===== config.mk =====
export PLATFORM = sky130hd
export DESIGN_NAME = pipe_stall_ctrl
export DESIGN_NICKNAME = d
export VERILOG_FILES = /design/src/rtl/pipe_stall_ctrl_pkg.sv /design/src/rtl/pipe_stall_ctrl_div_seq_fsm.sv /design/src/rtl/pipe_stall_ctrl.sv
export SDC_FILE = /design/constraint.sdc
export NUM_CORES = 1
export LEC_CHECK = 0
export ABC_AREA = 1
export BUFFER_PORTS_ARGS = -buffer_cell sky130_fd_sc_hd__buf_2
export CAP_MARGIN = 20
export CORE_UTILIZATION = 30
export DETAILED_ROUTE_END_ITERATION = 7
export GPL_TIMING_DRIVEN = 0
export RECOVER_POWER = 25
export SYNTH_ARGS = -nofsm -noshare
export SYNTH_HDL_FRONTEND = slang
export SYNTH_HIERARCHICAL = 1
export SYNTH_SLANG_ARGS = --single-unit

===== constraint.sdc =====
create_clock -name clk -period 2.1 [get_ports clk]
set_input_delay 0 -clock clk [delete_from_list [all_inputs] [get_ports clk]]
set_output_delay 0 -clock clk [all_outputs]
set_load 0.03 [all_outputs]

===== src/rtl/pipe_stall_ctrl_pkg.sv =====
// ---------------------------------------------------------------------------
// pipe_stall_ctrl_pkg
// Shared definitions for the pipeline stall scheduler.
//   StallBus      : one hold bit per pipeline stage, index 0=PC ... 5=WB.
//   Stop / NoStop : values of a single StallBus bit.
//   STALL_*       : stall patterns, one per stall source. Each pattern holds
//                   the requesting stage and every stage in front of it.
//   div_state_e   : states of the divide sequencer.
// ---------------------------------------------------------------------------
package pipe_stall_ctrl_pkg;

  localparam int STALL_W = 6;

  typedef logic [STALL_W-1:0] StallBus;

  localparam logic Stop   = 1'b1;
  localparam logic NoStop = 1'b0;

  // A stage that is held also holds every earlier stage. The first stage
  // that is not held loads a bubble, so the pipeline behind it keeps moving.
  localparam StallBus STALL_MEM  = 6'b011111;
  localparam StallBus STALL_EX   = 6'b001111;
  localparam StallBus STALL_ID   = 6'b000111;
  localparam StallBus STALL_IF   = 6'b000011;
  localparam StallBus STALL_NONE = 6'b000000;

  typedef enum logic [1:0] {
    DIV_IDLE = 2'b00,
    DIV_RUN  = 2'b01,
    DIV_DONE = 2'b10
  } div_state_e;

  // True when at least one stage is held.
  function automatic logic any_stall(input StallBus s);
    return |s;
  endfunction

endpackage


===== src/rtl/pipe_stall_ctrl_div_seq_fsm.sv =====
// ---------------------------------------------------------------------------
// pipe_stall_ctrl_div_seq_fsm
// Divide sequencer. It holds the pipeline while a multi-cycle divide sits in
// EX, then releases EX for exactly one DONE cycle so the divide can retire.
// A watchdog forces the release if the divider never reports a result.
//
// Ports
//   clk            in   pipeline clock
//   resetn         in   synchronous active-low reset
//   div_start      in   a div/divu instruction is in EX (held high)
//   div_ready      in   divider result valid, single-cycle pulse
//   data_sram_wait in   MEM is held; a divide must not start or retire now
//   div_stall      out  divide requests the EX stall pattern this cycle
//   div_busy       out  sequencer is in RUN
//   div_timeout    out  sticky: watchdog has fired since reset
// ---------------------------------------------------------------------------
module pipe_stall_ctrl_div_seq_fsm
  import pipe_stall_ctrl_pkg::*;
#(
  parameter int DIV_MAX = 40,
  parameter int CNT_W   = 6
) (
  input  logic clk,
  input  logic resetn,
  input  logic div_start,
  input  logic div_ready,
  input  logic data_sram_wait,
  output logic div_stall,
  output logic div_busy,
  output logic div_timeout
);

  // Counter value in the last RUN cycle the watchdog allows.
  localparam logic [CNT_W-1:0] CNT_LAST = CNT_W'(DIV_MAX - 1);

  div_state_e       state_reg;
  logic [CNT_W-1:0] cnt_reg;
  logic             timeout_reg;

  always_ff @(posedge clk) begin
    if (!resetn) begin
      state_reg   <= DIV_IDLE;
      cnt_reg     <= '0;
      timeout_reg <= 1'b0;
    end else begin
      case (state_reg)
        DIV_IDLE: begin
          // While MEM is held the divide cannot advance anyway; the MEM
          // stall already covers EX, so wait here instead of counting.
          if (div_start && !data_sram_wait) begin
            state_reg <= DIV_RUN;
            cnt_reg   <= '0;
          end
        end

        DIV_RUN: begin
          // Saturate rather than wrap; the watchdog leaves RUN at CNT_LAST.
          if (cnt_reg != CNT_LAST) begin
            cnt_reg <= cnt_reg + 1'b1;
          end
          // A real result takes precedence over the watchdog, so a divide
          // that finishes on the very last allowed cycle is not a timeout.
          if (div_ready) begin
            state_reg <= DIV_DONE;
          end else if (cnt_reg == CNT_LAST) begin
            state_reg   <= DIV_DONE;
            timeout_reg <= 1'b1;
          end
        end

        DIV_DONE: begin
          // div_start still belongs to the retiring instruction here, so it
          // is ignored. If MEM is held, EX cannot move either: stay until
          // the divide really leaves EX, otherwise it would start again.
          if (!data_sram_wait) begin
            state_reg <= DIV_IDLE;
          end
        end

        default: begin
          state_reg <= DIV_IDLE;
        end
      endcase
    end
  end

  // The stall must appear in the same cycle the divide reaches EX, so the
  // IDLE term uses div_start directly. DONE adds no stall, which lets the
  // divide retire.
  assign div_stall   = (state_reg == DIV_RUN) ||
                       ((state_reg == DIV_IDLE) && div_start);
  assign div_busy    = (state_reg == DIV_RUN);
  assign div_timeout = timeout_reg;

endmodule


===== src/rtl/pipe_stall_ctrl.sv =====
// ---------------------------------------------------------------------------
// pipe_stall_ctrl
// Central stall scheduler for the 5-stage pipeline. It merges the stall
// sources into one StallBus that every stage register consumes, sequences
// multi-cycle divides and counts the cycles spent stalled.
//
// Ports
//   clk              in   pipeline clock
//   resetn           in   synchronous active-low reset
//   stallreq_from_id in   load-use hazard detected in ID
//   ex_div_start     in   div/divu in EX (held high while it sits there)
//   ex_div_ready     in   divider result valid, single-cycle pulse
//   inst_sram_wait   in   instruction fetch still outstanding
//   data_sram_wait   in   MEM data access still outstanding
//   stall            out  per-stage hold vector, 0=PC ... 5=WB
//   div_busy         out  divide sequencer in RUN
//   div_timeout      out  sticky divide watchdog flag
//   stall_cycles     out  number of cycles with any stage held (wraps)
// ---------------------------------------------------------------------------
module pipe_stall_ctrl
  import pipe_stall_ctrl_pkg::*;
#(
  parameter int DIV_MAX = 40,
  parameter int CNT_W   = 6
) (
  input  logic        clk,
  input  logic        resetn,
  input  logic        stallreq_from_id,
  input  logic        ex_div_start,
  input  logic        ex_div_ready,
  input  logic        inst_sram_wait,
  input  logic        data_sram_wait,
  output StallBus     stall,
  output logic        div_busy,
  output logic        div_timeout,
  output logic [31:0] stall_cycles
);

  logic    div_stall;
  StallBus stall_sel;
  logic [31:0] stall_cycles_reg;

  pipe_stall_ctrl_div_seq_fsm #(
    .DIV_MAX (DIV_MAX),
    .CNT_W   (CNT_W)
  ) u_div_seq (
    .clk            (clk),
    .resetn         (resetn),
    .div_start      (ex_div_start),
    .div_ready      (ex_div_ready),
    .data_sram_wait (data_sram_wait),
    .div_stall      (div_stall),
    .div_busy       (div_busy),
    .div_timeout    (div_timeout)
  );

  // The deepest stalled stage wins. Each pattern is a superset of the ones
  // below it, so the highest-priority source also covers the shallower ones.
  always_comb begin
    stall_sel = STALL_NONE;
    if (data_sram_wait) begin
      stall_sel = STALL_MEM;
    end else if (div_stall) begin
      stall_sel = STALL_EX;
    end else if (stallreq_from_id) begin
      stall_sel = STALL_ID;
    end else if (inst_sram_wait) begin
      stall_sel = STALL_IF;
    end
  end

  // Map each selected bit onto the bus encoding used by the stage registers.
  for (genvar gi = 0; gi < STALL_W; gi++) begin : g_stall_bit
    assign stall[gi] = stall_sel[gi] ? Stop : NoStop;
  end

  always_ff @(posedge clk) begin
    if (!resetn) begin
      stall_cycles_reg <= '0;
    end else if (any_stall(stall_sel)) begin
      stall_cycles_reg <= stall_cycles_reg + 32'd1;
    end
  end

  assign stall_cycles = stall_cycles_reg;

endmodule


Yosys cells after proc, flatten, opt, wreduce, memory -nomap -nowiden
Index checks and enable logic that the tools add are counted.

storage, ports and cells
  bits of input ports = 7
  register bits after elaboration = 41

cells by class
  bitwise gates (word level) = 1
  add/subtract/negate cells = 2
  multiplexer cells = 18
  equal/unequal tests = 8
  reduce and logical (&&, ||, !) cells = 10

operator list
  kind                   number
  $add 32x1->32 const B  1
  $mux 6                 2
  $pmux 6 s2             1
  $mux 2                 5
  $reduce_and 3->1       3
  $add 6x1->6 const B    1
  $eq 6x6->1 const B     1
  $mux 1                 6
  $ne 6x6->1 const B     1
  $pmux 2 s3             1
  $reduce_or 6->1        1
  $mux 5                 1
  $mux 4                 1
  $ne 2x1->1 const B     2
  $mux 3                 1
  $ne 3x2->1 const B     1
  $eq 2x1->1 const B     1
  $eq 2x2->1 const B     1
  $logic_and 1x1->1      2
  $logic_not 2->1        1
  $ne 2x2->1 const B     1
  $reduce_bool 2->1      1
  $logic_not 1->1        1
  $logic_or 1x1->1       1
  $not 1->1              1

Logic depth before layout (Yosys ltp)
Gate-level depths: netlist of run 1.

  word-level depth = 6
  gate-level depth with buffers = 11
  gate-level depth less buffers = 10

Cells and area by module
Netlist of run 1, hierarchy kept.

modules (own cells, without submodules)
  module                       times used  cells an instance  area each (µm²)
  pipe_stall_ctrl              1           297                1896.8
  pipe_stall_ctrl_div_seq_fsm  1           79                 526.8

Worst setup path after synthesis of run 1
Ideal clock, no wire load.

  path type = reg-to-reg
  start point = register stall_cycles_reg[1], in the netlist stall_cycles[1]
  end point = register stall_cycles_reg[24], in the netlist stall_cycles[24]
  data required time = 1.984 ns
  slack = 0.502 ns
  data arrival time = 1.482 ns
  path buffers = 0
  clock period less this slack = 1.598 ns
  cell stages (with the launch flop) = 9
  cell sequence = dfxtp_1 -> ha_1 -> nand2_2 -> nor2_4 -> nand3_1 -> nor2_2 -> nand3_1 -> nand2_1 -> nor2_2

on the way
  longest elaborated chain between the ends = 1

ends and longest elaborated chain
  what                    line                   source
  start, declared         pipe_stall_ctrl.sv:41  logic [31:0] stall_cycles_reg;
  start signal, assigned  pipe_stall_ctrl.sv:81  stall_cycles_reg <= stall_cycles_reg + 32'd1;
  $add 32x1->32           pipe_stall_ctrl.sv:81

No other way between the ends.
A chain may end at the register's enable or synchronous reset.

Worst setup path in the final report of run 1
  start point = register u_div_seq.state_reg[1]
  end point = output stall[1]

on the way
  longest elaborated chain between the ends = 6
  elaborated cells on any way between the ends = 7
  those cells by class = eq/ne (1); mux (3); reduce/logical (3)

ends and longest elaborated chain
  what                    line                               source
  start, declared         pipe_stall_ctrl_div_seq_fsm.sv:36  div_state_e state_reg;
  start signal, assigned  pipe_stall_ctrl_div_seq_fsm.sv:42  state_reg <= DIV_IDLE;
  start signal, assigned  pipe_stall_ctrl_div_seq_fsm.sv:51  state_reg <= DIV_RUN;
  start signal, assigned  pipe_stall_ctrl_div_seq_fsm.sv:64  state_reg <= DIV_DONE;
  $logic_not 2->1         pipe_stall_ctrl_div_seq_fsm.sv:91  ((state_reg == DIV_IDLE) && div_start);
  $logic_and 1x1->1       pipe_stall_ctrl_div_seq_fsm.sv:91
  $logic_or 1x1->1 (*)    pipe_stall_ctrl_div_seq_fsm.sv:90  assign div_stall = (state_reg == DIV_RUN) ||
  via div_stall           pipe_stall_ctrl.sv:39              logic div_stall;
  $mux 4 (*)              pipe_stall_ctrl.sv:63              end else if (div_stall) begin
  $mux 5 (*)              pipe_stall_ctrl.sv:61              if (data_sram_wait) begin
  $mux 1 (*)              pipe_stall_ctrl.sv:74              assign stall[gi] = stall_sel[gi] ? Stop : NoStop;
  end, declared           pipe_stall_ctrl.sv:33              output StallBus stall,

Mark *: on every way through the listed nets, which the timed path passes. The rest lies on a longest branch.

==> results of run 1 <==
[per-stage QoR]
stage          setup slack (ns)  instances
2_1_floorplan             0.502        376
4_1_cts                   0.335        533
3_5_place_dp              0.502        523
3_3_place_gp              0.519        523
5_1_grt                   0.191        533
6_report                  0.358        533
[cells by family (layout without fill, tap and decap cells)]
family                     after synthesis  after routing  synth area share (%)
adders and majority gates                2              2                  1.03
buffers and inverters                   55            110                  9.24
other                                    1              1                 0.155
and+or+nand+nor                        235            235                  46.2
xor gates and xnor gates                 1              1                 0.361
DFF                                     41             41                  33.9
AOI/OAI and AO/OA                       41             41                  9.19
[routing by layer]
metal	routed length, um	share of wire [%]	up-vias	GRT usage [%]
met3	218	3.6	5	3.07
met2	2870	47	52	26.9
met1	2920	48	1109	19.5
li1	-	-	1297	-
met4	71	1.2	0	4.17
met5	0	0	-	0
[power by group through the flow]
stage | clock network [mW] | logic [mW] | registers [mW]
2_1_floorplan | 0 | 0.0911 | 0.831
3_3_place_gp | 0 | 0.136 | 0.822
4_1_cts | 0.680 | 0.142 | 0.804
6_report | 0.665 | 0.140 | 0.804
3_5_place_dp | 0 | 0.139 | 0.822
5_1_grt | 0.715 | 0.154 | 0.807
[worst max-delay path: cells and delay by family (launching register included)]
family                 cells  cell delay [ns]
flip-flops                 1             0.51
buffers and inverters      4             0.64
AND/OR/NAND/NOR            2             0.30
[cell type report]
type | count | area [um^2] | area share [%]
Buffer | 7 | 43.8 | 1.52
Clock buffer | 7 | 86.3 | 2.99
Clock inverter | 1 | 30.0 | 1.04
Inverter | 48 | 180 | 6.24
Multi-Input combinational cell | 280 | 1380 | 47.7
Sequential cell | 41 | 821 | 28.4
Tap cell | 102 | 128 | 4.42
Timing Repair Buffer | 47 | 220 | 7.63
[worst max-delay path by stage]
| stage | from | slack, ns | endpoint |
|---|---|---|---|
| 4_1_cts | u_div_seq/state_reg[1]$_SDFFE_PN0P_ | 0.34 | stall[1] |
| 2_1_floorplan | stall_cycles[1]$_SDFFE_PN0P_ | 0.50 | stall_cycles[24]$_SDFFE_PN0P_ |
| 3_3_place_gp | u_div_seq/state_reg[1]$_SDFFE_PN0P_ | 0.52 | stall_cycles[18]$_SDFFE_PN0P_ |
| 6_report | u_div_seq/state_reg[1]$_SDFFE_PN0P_ | 0.36 | stall[1] |
| 5_1_grt | u_div_seq/state_reg[0]$_SDFFE_PN0P_ | 0.19 | stall_cycles[28]$_SDFFE_PN0P_ |
| 3_5_place_dp | u_div_seq/state_reg[1]$_SDFFE_PN0P_ | 0.50 | stall_cycles[18]$_SDFFE_PN0P_ |
[cell usage in the layout (no fill, tap or decap), drive strengths merged]
master | synthesis | final
nand2 | 99 | 99
nor2 | 87 | 87
inv | 47 | 47
dfxtp | 41 | 41
nand3 | 37 | 37
buf | 6 | 31
clkbuf | 1 | 28
a21oi | 26 | 26
o21ai | 12 | 12
nand4 | 6 | 6
nor3 | 4 | 4
o21bai | 2 | 2
ha | 2 | 2
dlygate4sd3 | 0 | 2
clkinv | 1 | 1
xor2 | 1 | 1
nand3b | 1 | 1
conb | 1 | 1
bufinv | 0 | 1
a31oi | 1 | 1
or2 | 1 | 1
==> reports/results.ini, run 1 <==
[run_status]
status=complete, no violations

[synthesis]
synth_common_cells=87 x nand2_1, 68 x nor2_1, 43 x inv_1
syn_avg_cell_area_um2=6.45
syn_inst=376
syn_nets=385
synth_area_leaders=dfxtp_1 34%, nand2_1 13%, nor2_1 11%, nand3_1 6.8%, inv_1 6.7%
synth_top_area_share_pct=33.9
ys_ff_latch=41
synth_seq_area_share_pct=33.9
synth_edf_count=0
yosys_warnings=6
ys_async_sr_fraction_pct=0
yosysMostFrequentCell=nand2_1
yosys_most_used_dff=dfxtp_1
synth.distinct_cells=29
syn_area_um2=2420
synth_largest_area_cell=dfxtp_1

[critical_path]
worstReg2RegStart=u_div_seq/state_reg[0]$_SDFFE_PN0P_
cp-start-kind=register
reg2reg_to=stall_cycles[4]$_SDFFE_PN0P_
ff2ff_setup_slack_ns=0.49
worst_path_max_delay_cell=dfxtp_1
reg2reg_depth=9
crit_path_frequent_cell=buf_4
crit_chain=nor2_1 > inv_1 > nand3_2 > buf_4 > buf_4 > buf_2
critPathKind=reg2out
crit_path_max_fanout=11
critPathMaxStageDelay_ns=0.51
cp-end-kind=primary output
critPathRequiredTime_ns=2.10
crit_arrival_ns=1.74

[cts]
clk_pin_slew_ns=0.08
numCtsBuffers=5
post_cts_buffers=0
insertion_delay_ns=0.29
postCtsHoldBufs=2
cts.sinks=41
cts_tree=built
cts_resized=0
clockBufferDepth=2
root_buffer=clkbuf_8
h-tree-depth=2

[power_and_ir_drop]
p_clk_share_pct=41.3
p_sw_share_pct=24.0
power_switching_uw=386
p_total_mw=1.61
p_comb_share_pct=8.7
leakagePower_nw=1.18
vdd_drop_max_mv=0.357
internal_power_mw=1.22
power_density_nw_per_um2=557
power_frac_seq_pct=50.0

[route]
ant_nets=0
wl_per_cell_um=11.4
drtPass1Iterations=5
routed_via_density=4.62
vias=2463
drt_drc_violations_left=0
wl_um=6080
drt_iter0_drc=84

[sta]
worst_clock_skew_ns=0.0106
fin_crit_sh_pct=83.0
whs_ns=0.0125
hold_violations=0
setup_viol_count_final=0
layout_min_cycle_time_ns=1.74
rsz0062_at_grt=no
fmax_mhz=574
final.setup.tns_ns=0
slew_viol_final=0

[layout]
nets=439
fin_util_pct=37.2
area.growth.synth_to_final_pct=19.2
drive_above_1_share_pct=18.3
antenna_cells=0
nFillCells=868
fin_area_um2=2890
largest_reg_flops=32

[place]
io_buffers=45
dpl.hpwl_um=4780
gp_congestion=0.862
placed_area_um2=2780

[hold_path]
hold_path.startpoint=data_sram_wait
hold_class=in2reg
hold_depth=3
min_delay_worst_endpoint=u_div_seq/state_reg[1]$_SDFFE_PN0P_

[floorplan]
io_pins=47
die_h_um=91.9
die_area_um2=8440
die_x_um=91.9
rows=32
coreArea_um2=7770
start_util_pct=31.2

[grt]
grt_overflow=0
grt_pass1_vias=2280
antenna_found_initial=0
grt_usage_pct=15.5
grt_max_degree=13
grt_first_pass_wirelength_um=10500

[flow_run]
drv_cap=0

Power figures use the tool's default switching activity.
==> run 2, diff against run 1 <==
Clock period 2.1 ns to 1.45 ns, I/O delays scaled along.
==> run 2 against run 1 <==
Clock-buffer cell count is the same. Largest cell class unchanged. Die area is the same. Non-clock buffer count grew 10. Largest power group unchanged. Highest routed layer unchanged. Sequential power grew 44%. Cell count grew 1.9%. Clock power grew 47%. Worst hold slack gained 0.038 ns.
==> reports/results.ini, run 2 (synthesis results as in run 1) <==
[run_status]
status=complete, no violations

[critical_path]
critPathRequiredTime_ns=1.65  ; -0.45 ns
critPathMaxStageDelay_ns=0.38  ; -0.13 ns
crit_arrival_ns=1.62  ; -0.12 ns
worst_path_max_delay_cell=dfxtp_4
crit_path_max_fanout=5  ; -6
cp-start-kind=register
crit_chain=ha_4 > nand2_4 > nor2_4 > nand4_1 > clkinv_2 > nand3_2 > nand2_2 > nor2_2
cp-end-kind=register
critPathKind=reg2reg

[grt]
grt_pass1_vias=2310  ; +1.3%
grt_usage_pct=15.5  ; about the same
met3_usage_pct=2.99  ; -0.083 points
antenna_found_initial=0  ; unchanged
grtUsageMet1_pct=20.2  ; +0.72 points
grt_max_degree=13  ; unchanged
met2_usage_pct=26.1  ; -0.87 points
grt_overflow=0  ; unchanged
grt.busiest_layer=met2
grt_first_pass_wirelength_um=10600  ; +0.59%

[power_and_ir_drop]
p_clk_share_pct=41.0  ; -0.3 points
p_sw_share_pct=24.7  ; +0.70 points
power_switching_uw=589  ; +53%
power_density_nw_per_um2=761  ; +37%
internal_power_mw=1.80  ; +47%
leakagePower_nw=1.28  ; +8.8%
vdd_drop_max_mv=0.365  ; +2.4%
power_frac_seq_pct=48.7  ; -1.3 points
p_comb_share_pct=10.3  ; +1.6 points
p_total_mw=2.39  ; +48%

[floorplan]
rows=32  ; unchanged
start_util_pct=31.2  ; unchanged
coreArea_um2=7770  ; unchanged
io_pins=47  ; unchanged
die_h_um=91.9  ; unchanged
die_x_um=91.9  ; unchanged
die_area_um2=8440  ; unchanged

[cts]
root_buffer=clkbuf_8
h-tree-depth=2  ; unchanged
numCtsBuffers=5  ; unchanged
cts_tree=built
cts.sinks=41  ; unchanged
insertion_delay_ns=0.29  ; about the same
clockBufferDepth=2  ; unchanged
clk_pin_slew_ns=0.08  ; about the same

[place]
placed_area_um2=2780  ; about the same
dpl.hpwl_um=4750  ; -0.61%
pre_cts_slack_ns=-0.143  ; -0.646 ns
gp_congestion=0.821  ; -4.8%
io_buffers=45  ; unchanged

[flow_run]
drv_cap=0  ; unchanged

[route]
wl_um=6310  ; +3.8%
vias=2456  ; -0.28%
ant_nets=0  ; unchanged
drt_drc_violations_left=0  ; unchanged
drtPass1Iterations=4  ; -1
drt_iter0_drc=93  ; +11%
wl_per_cell_um=11.6  ; +1.8%
routed_via_density=4.52  ; -2.1%

[sta]
layout_min_cycle_time_ns=1.43
fin_crit_sh_pct=98.4
worst_clock_skew_ns=0.00718  ; -0.00337 ns
slew_viol_final=0  ; unchanged
setup_viol_count_final=0  ; unchanged
fmax_mhz=701
hold_violations=0  ; unchanged
rsz0062_at_grt=yes
layout_setup_ws_ns=0.0238  ; -0.334 ns
whs_ns=0.0503  ; +0.0378 ns

[layout]
nets=449  ; +2.3%
fin_area_um2=3140  ; +8.6%
layout_commonest_cell=nand2_1
largest_reg_flops=32  ; unchanged
drive_above_1_share_pct=28.6  ; +10 points
antenna_cells=0  ; unchanged
area.growth.synth_to_final_pct=29.4
mostFrequentLayoutCells=86 x nand2_1, 59 x nor2_1, 41 x inv_1

[hold_path]
hold_class=in2reg

run 2: path summary, 6_finish.rpt:
kind                                           start                                  to  slack [ns]  cells after the start
setup / recovery        stall_cycles[0]$_SDFFE_PN0P_       stall_cycles[26]$_SDFFE_PN0P_        0.02                      8
hold / removal                          ex_div_start   u_div_seq/cnt_reg[3]$_SDFFE_PN0P_        0.05                      4
setup reg to reg        stall_cycles[0]$_SDFFE_PN0P_       stall_cycles[26]$_SDFFE_PN0P_        0.02                      8
hold reg to reg   u_div_seq/div_timeout$_SDFFE_PN0P_  u_div_seq/div_timeout$_SDFFE_PN0P_        0.45                      2
run 2: timing repair:
item	4_1_cts	5_1_grt
endpoints found under the hold margin	5	0
pin swaps	6	12
setup endpoints to repair	28	28
resized for setup	13	35
setup buffers	4	7
hold buffers	3	0
run 2: power groups by stage:
| stage | Clock, mW | Sequential, mW | Combinational, mW |
|---|---|---|---|
| after global routing | 1.06 | 1.17 | 0.270 |
| after floorplan | 0 | 1.20 | 0.132 |
| after CTS | 1.01 | 1.16 | 0.221 |
| after global placement | 0 | 1.19 | 0.197 |
| final | 0.979 | 1.16 | 0.245 |
| after detailed placement | 0 | 1.19 | 0.200 |
run 2: critical path, delay by kind of cell, from the launching register on:
kind	cells	cell delay, ns
buffers and inverters	1	0.15
DFF	1	0.38
adders and majority gates	1	0.15
and+or+nand+nor	6	0.64
run 2: stage by stage:
stage / TNS [ns] / instances / util, %
final: 0 / 543 / 40.4
after global routing: -0.683 / 543 / 40.4
after CTS: 0 / 536 / 38.4
after detailed placement: -1.48 / 523 / 35.8
after global placement: -1.18 / 523 / 35.8
after floorplan: 0 / 376 / -
run 2: layout make-up:
cell class	instances	area (um^2)
repair buffers	58	324
flip-flops and latches	41	837
plain buffers	6	45.0
inverters	48	181
clock buffers	7	86.3
clock inverters	1	30.0
multi-input cells	280	1510
well taps	102	128
fillers	811	4630
run 2: metal layers:
metal  up-vias  part of all wire, %
met5         -                    0
met1      1098                   48
met3         7                  3.6
li1       1306                    -
met4         0                  1.3
met2        45                   47
==> run 3, diff against run 2 <==
==> constraint.sdc (replaced) <==
create_clock -name clk -period 1.45 [get_ports clk]
set_input_delay 0 -clock clk [delete_from_list [all_inputs] [get_ports clk]]
set_output_delay 0 -clock clk [all_outputs]
set_load 0.005 [all_outputs]
==> run 3 against run 2 <==
Combinational power is 15% lower. Flip-flop and latch count stayed put. Cell area is 1.2% lower. Utilization is 0.47 points lower. Critical endpoint is now stall[1]. Worst hold slack worse by 0.027 ns.
==> reports/results.ini, run 3 (synthesis results as in run 1) <==
[grt]
grt_max_degree=13  ; unchanged
grt_pass1_vias=2334  ; +1.0%
grt_overflow=0  ; unchanged
grt_first_pass_wirelength_um=10700  ; +0.52%
grt_usage_pct=15.7  ; +0.16 points
antenna_found_initial=0  ; unchanged

[layout]
fin_util_pct=39.9  ; -0.47 points
final_cells=541  ; -0.37%
fin_area_um2=3100  ; -1.2%
area.growth.synth_to_final_pct=27.9
nFillCells=839  ; +3.5%
nets=447  ; -0.45%
drive_above_1_share_pct=27.1  ; -1.5 points
largest_reg_flops=32  ; unchanged
mostFrequentLayoutCells=86 x nand2_1, 63 x nor2_1, 42 x inv_1
layout_commonest_cell=nand2_1
antenna_cells=0  ; unchanged

[cts]
clockBufferDepth=2  ; unchanged
insertion_delay_ns=0.29  ; about the same
numCtsBuffers=5  ; unchanged
clk_pin_slew_ns=0.08  ; about the same
h-tree-depth=2  ; unchanged
cts.sinks=41  ; unchanged
cts_tree=built
root_buffer=clkbuf_8

[sta]
slew_viol_final=0  ; unchanged
hold_violations=0  ; unchanged
setup_viol_count_final=0  ; unchanged
fin_crit_sh_pct=99.1  ; +0.73 points
rsz0062_at_grt=yes
whs_ns=0.0234  ; -0.0268 ns
worst_clock_skew_ns=0.0108  ; +0.00361 ns
layout_min_cycle_time_ns=1.44  ; +0.0105 ns
fmax_mhz=696  ; -0.73%
final.setup.tns_ns=0  ; unchanged
layout_setup_ws_ns=0.0132  ; -0.0105 ns

[hold_path]
hold_depth=3  ; -1
hold_class=in2reg

[route]
vias=2515  ; +2.4%
wl_um=6300  ; about the same
drt_iter0_drc=126  ; +35%
ant_nets=0  ; unchanged
wl_per_cell_um=11.6  ; +0.29%
routed_via_density=4.65  ; +2.8%
drtPass1Iterations=4  ; unchanged
drt_drc_violations_left=0  ; unchanged

[floorplan]
coreArea_um2=7770  ; unchanged
die_area_um2=8440  ; unchanged
die_x_um=91.9  ; unchanged
rows=32  ; unchanged
io_pins=47  ; unchanged
die_h_um=91.9  ; unchanged
start_util_pct=31.2  ; unchanged

[power_and_ir_drop]
power_density_nw_per_um2=755  ; -0.71%
leakagePower_nw=1.31  ; +2.2%
vdd_drop_max_mv=0.516  ; +41%
p_total_mw=2.34  ; -1.9%

[critical_path]
crit_family=buffers and inverters
critPathBufInv=4  ; +3
cp-endpoint=stall[1]
reg2reg_depth=7  ; -1
cp.depth=7  ; -1
crit_path_max_fanout=8  ; +3
critPathMaxStageDelay_ns=0.36  ; -0.02 ns
critPathRequiredTime_ns=1.45  ; -0.20 ns
cp-end-kind=primary output
startpoint=u_div_seq/state_reg[0]$_SDFFE_PN0P_
crit_chain=nor2_4 > nor2_4 > inv_2 > nand3_4 > buf_8 > buf_6 > buf_6
worst_path_max_delay_cell=dfxtp_4
ff2ff_setup_slack_ns=0.05  ; +0.03 ns
cp-start-kind=register
worstReg2RegStart=stall_cycles[7]$_SDFFE_PN0P_
critPathKind=reg2out
reg2reg_to=stall_cycles[19]$_SDFFE_PN0P_
crit_arrival_ns=1.44  ; -0.18 ns

[flow_run]
drv_cap=0  ; unchanged

[place]
dpl.hpwl_um=4780  ; +0.61%
io_buffers=45  ; unchanged
post-place-cells=523  ; unchanged
placed_area_um2=2780  ; about the same
gp_congestion=0.862  ; +5.0%
pre_cts_slack_ns=-0.148  ; -0.00421 ns

[run_status]
status=complete, no violations

[run 3: cell types whose count changed in the layout (fill, tap and decap cells not counted), sizes merged]
cell,change
buf,+6
clkbuf,-7
clkinv,-1
dlygate4sd3,-1
inv,+1
[run 3: timing repair]
item	CTS	global route
gates cloned	0	1
endpoints found under the setup margin	28	30
pin swaps	5	9
gates resized for setup	12	27
setup buffers	4	3
endpoints found under the hold margin	5	0
hold buffers	2	0
[run 3: cell type report]
type / count / area [um^2] / area share (%)
timing repair buffer: 55 / 319 / 10.3
inverter: 48 / 180 / 5.81
multi-input combinational: 280 / 1460 / 47.2
clock buffer: 7 / 86.3 / 2.78
tap: 102 / 128 / 4.12
clock inverter: 1 / 30.0 / 0.969
sequential: 41 / 838 / 27.0
buffer: 7 / 55.1 / 1.78
[run 3: worst min-delay path by stage]
stage                                                endpoint              from  slack [ns]
final                     u_div_seq/state_reg[1]$_SDFFE_PN0P_    data_sram_wait        0.02
after CTS                 u_div_seq/state_reg[1]$_SDFFE_PN0P_    data_sram_wait      0.0002
after global placement                               stall[2]  stallreq_from_id        0.25
after global routing      u_div_seq/state_reg[1]$_SDFFE_PN0P_    data_sram_wait        0.05
after detailed placement                             stall[2]  stallreq_from_id        0.27
after floorplan                                      stall[2]  stallreq_from_id        0.07
[run 3: metal layers]
metal	global-route usage [%]	vias up	wire (um)
li1	-	1310	-
met1	19.4	1158	2990
met2	27.3	41	3010
met3	3.07	6	222
met4	4.82	0	80
met5	0	-	0
[run 3: power breakdown]
group	total (mW)	switching, mW	leakage [nW]	internal (mW)
registers	1.17	0.0268	0.335	1.14
logic	0.209	0.115	0.914	0.0947
clock network	0.965	0.403	0.0585	0.562
total	2.34	0.544	1.31	1.80
[run 3: worst register-to-register path, delay by kind of cell, from the launching register on]
family	cells	cell delay, ns
simple gates	7	0.92
flops	1	0.40
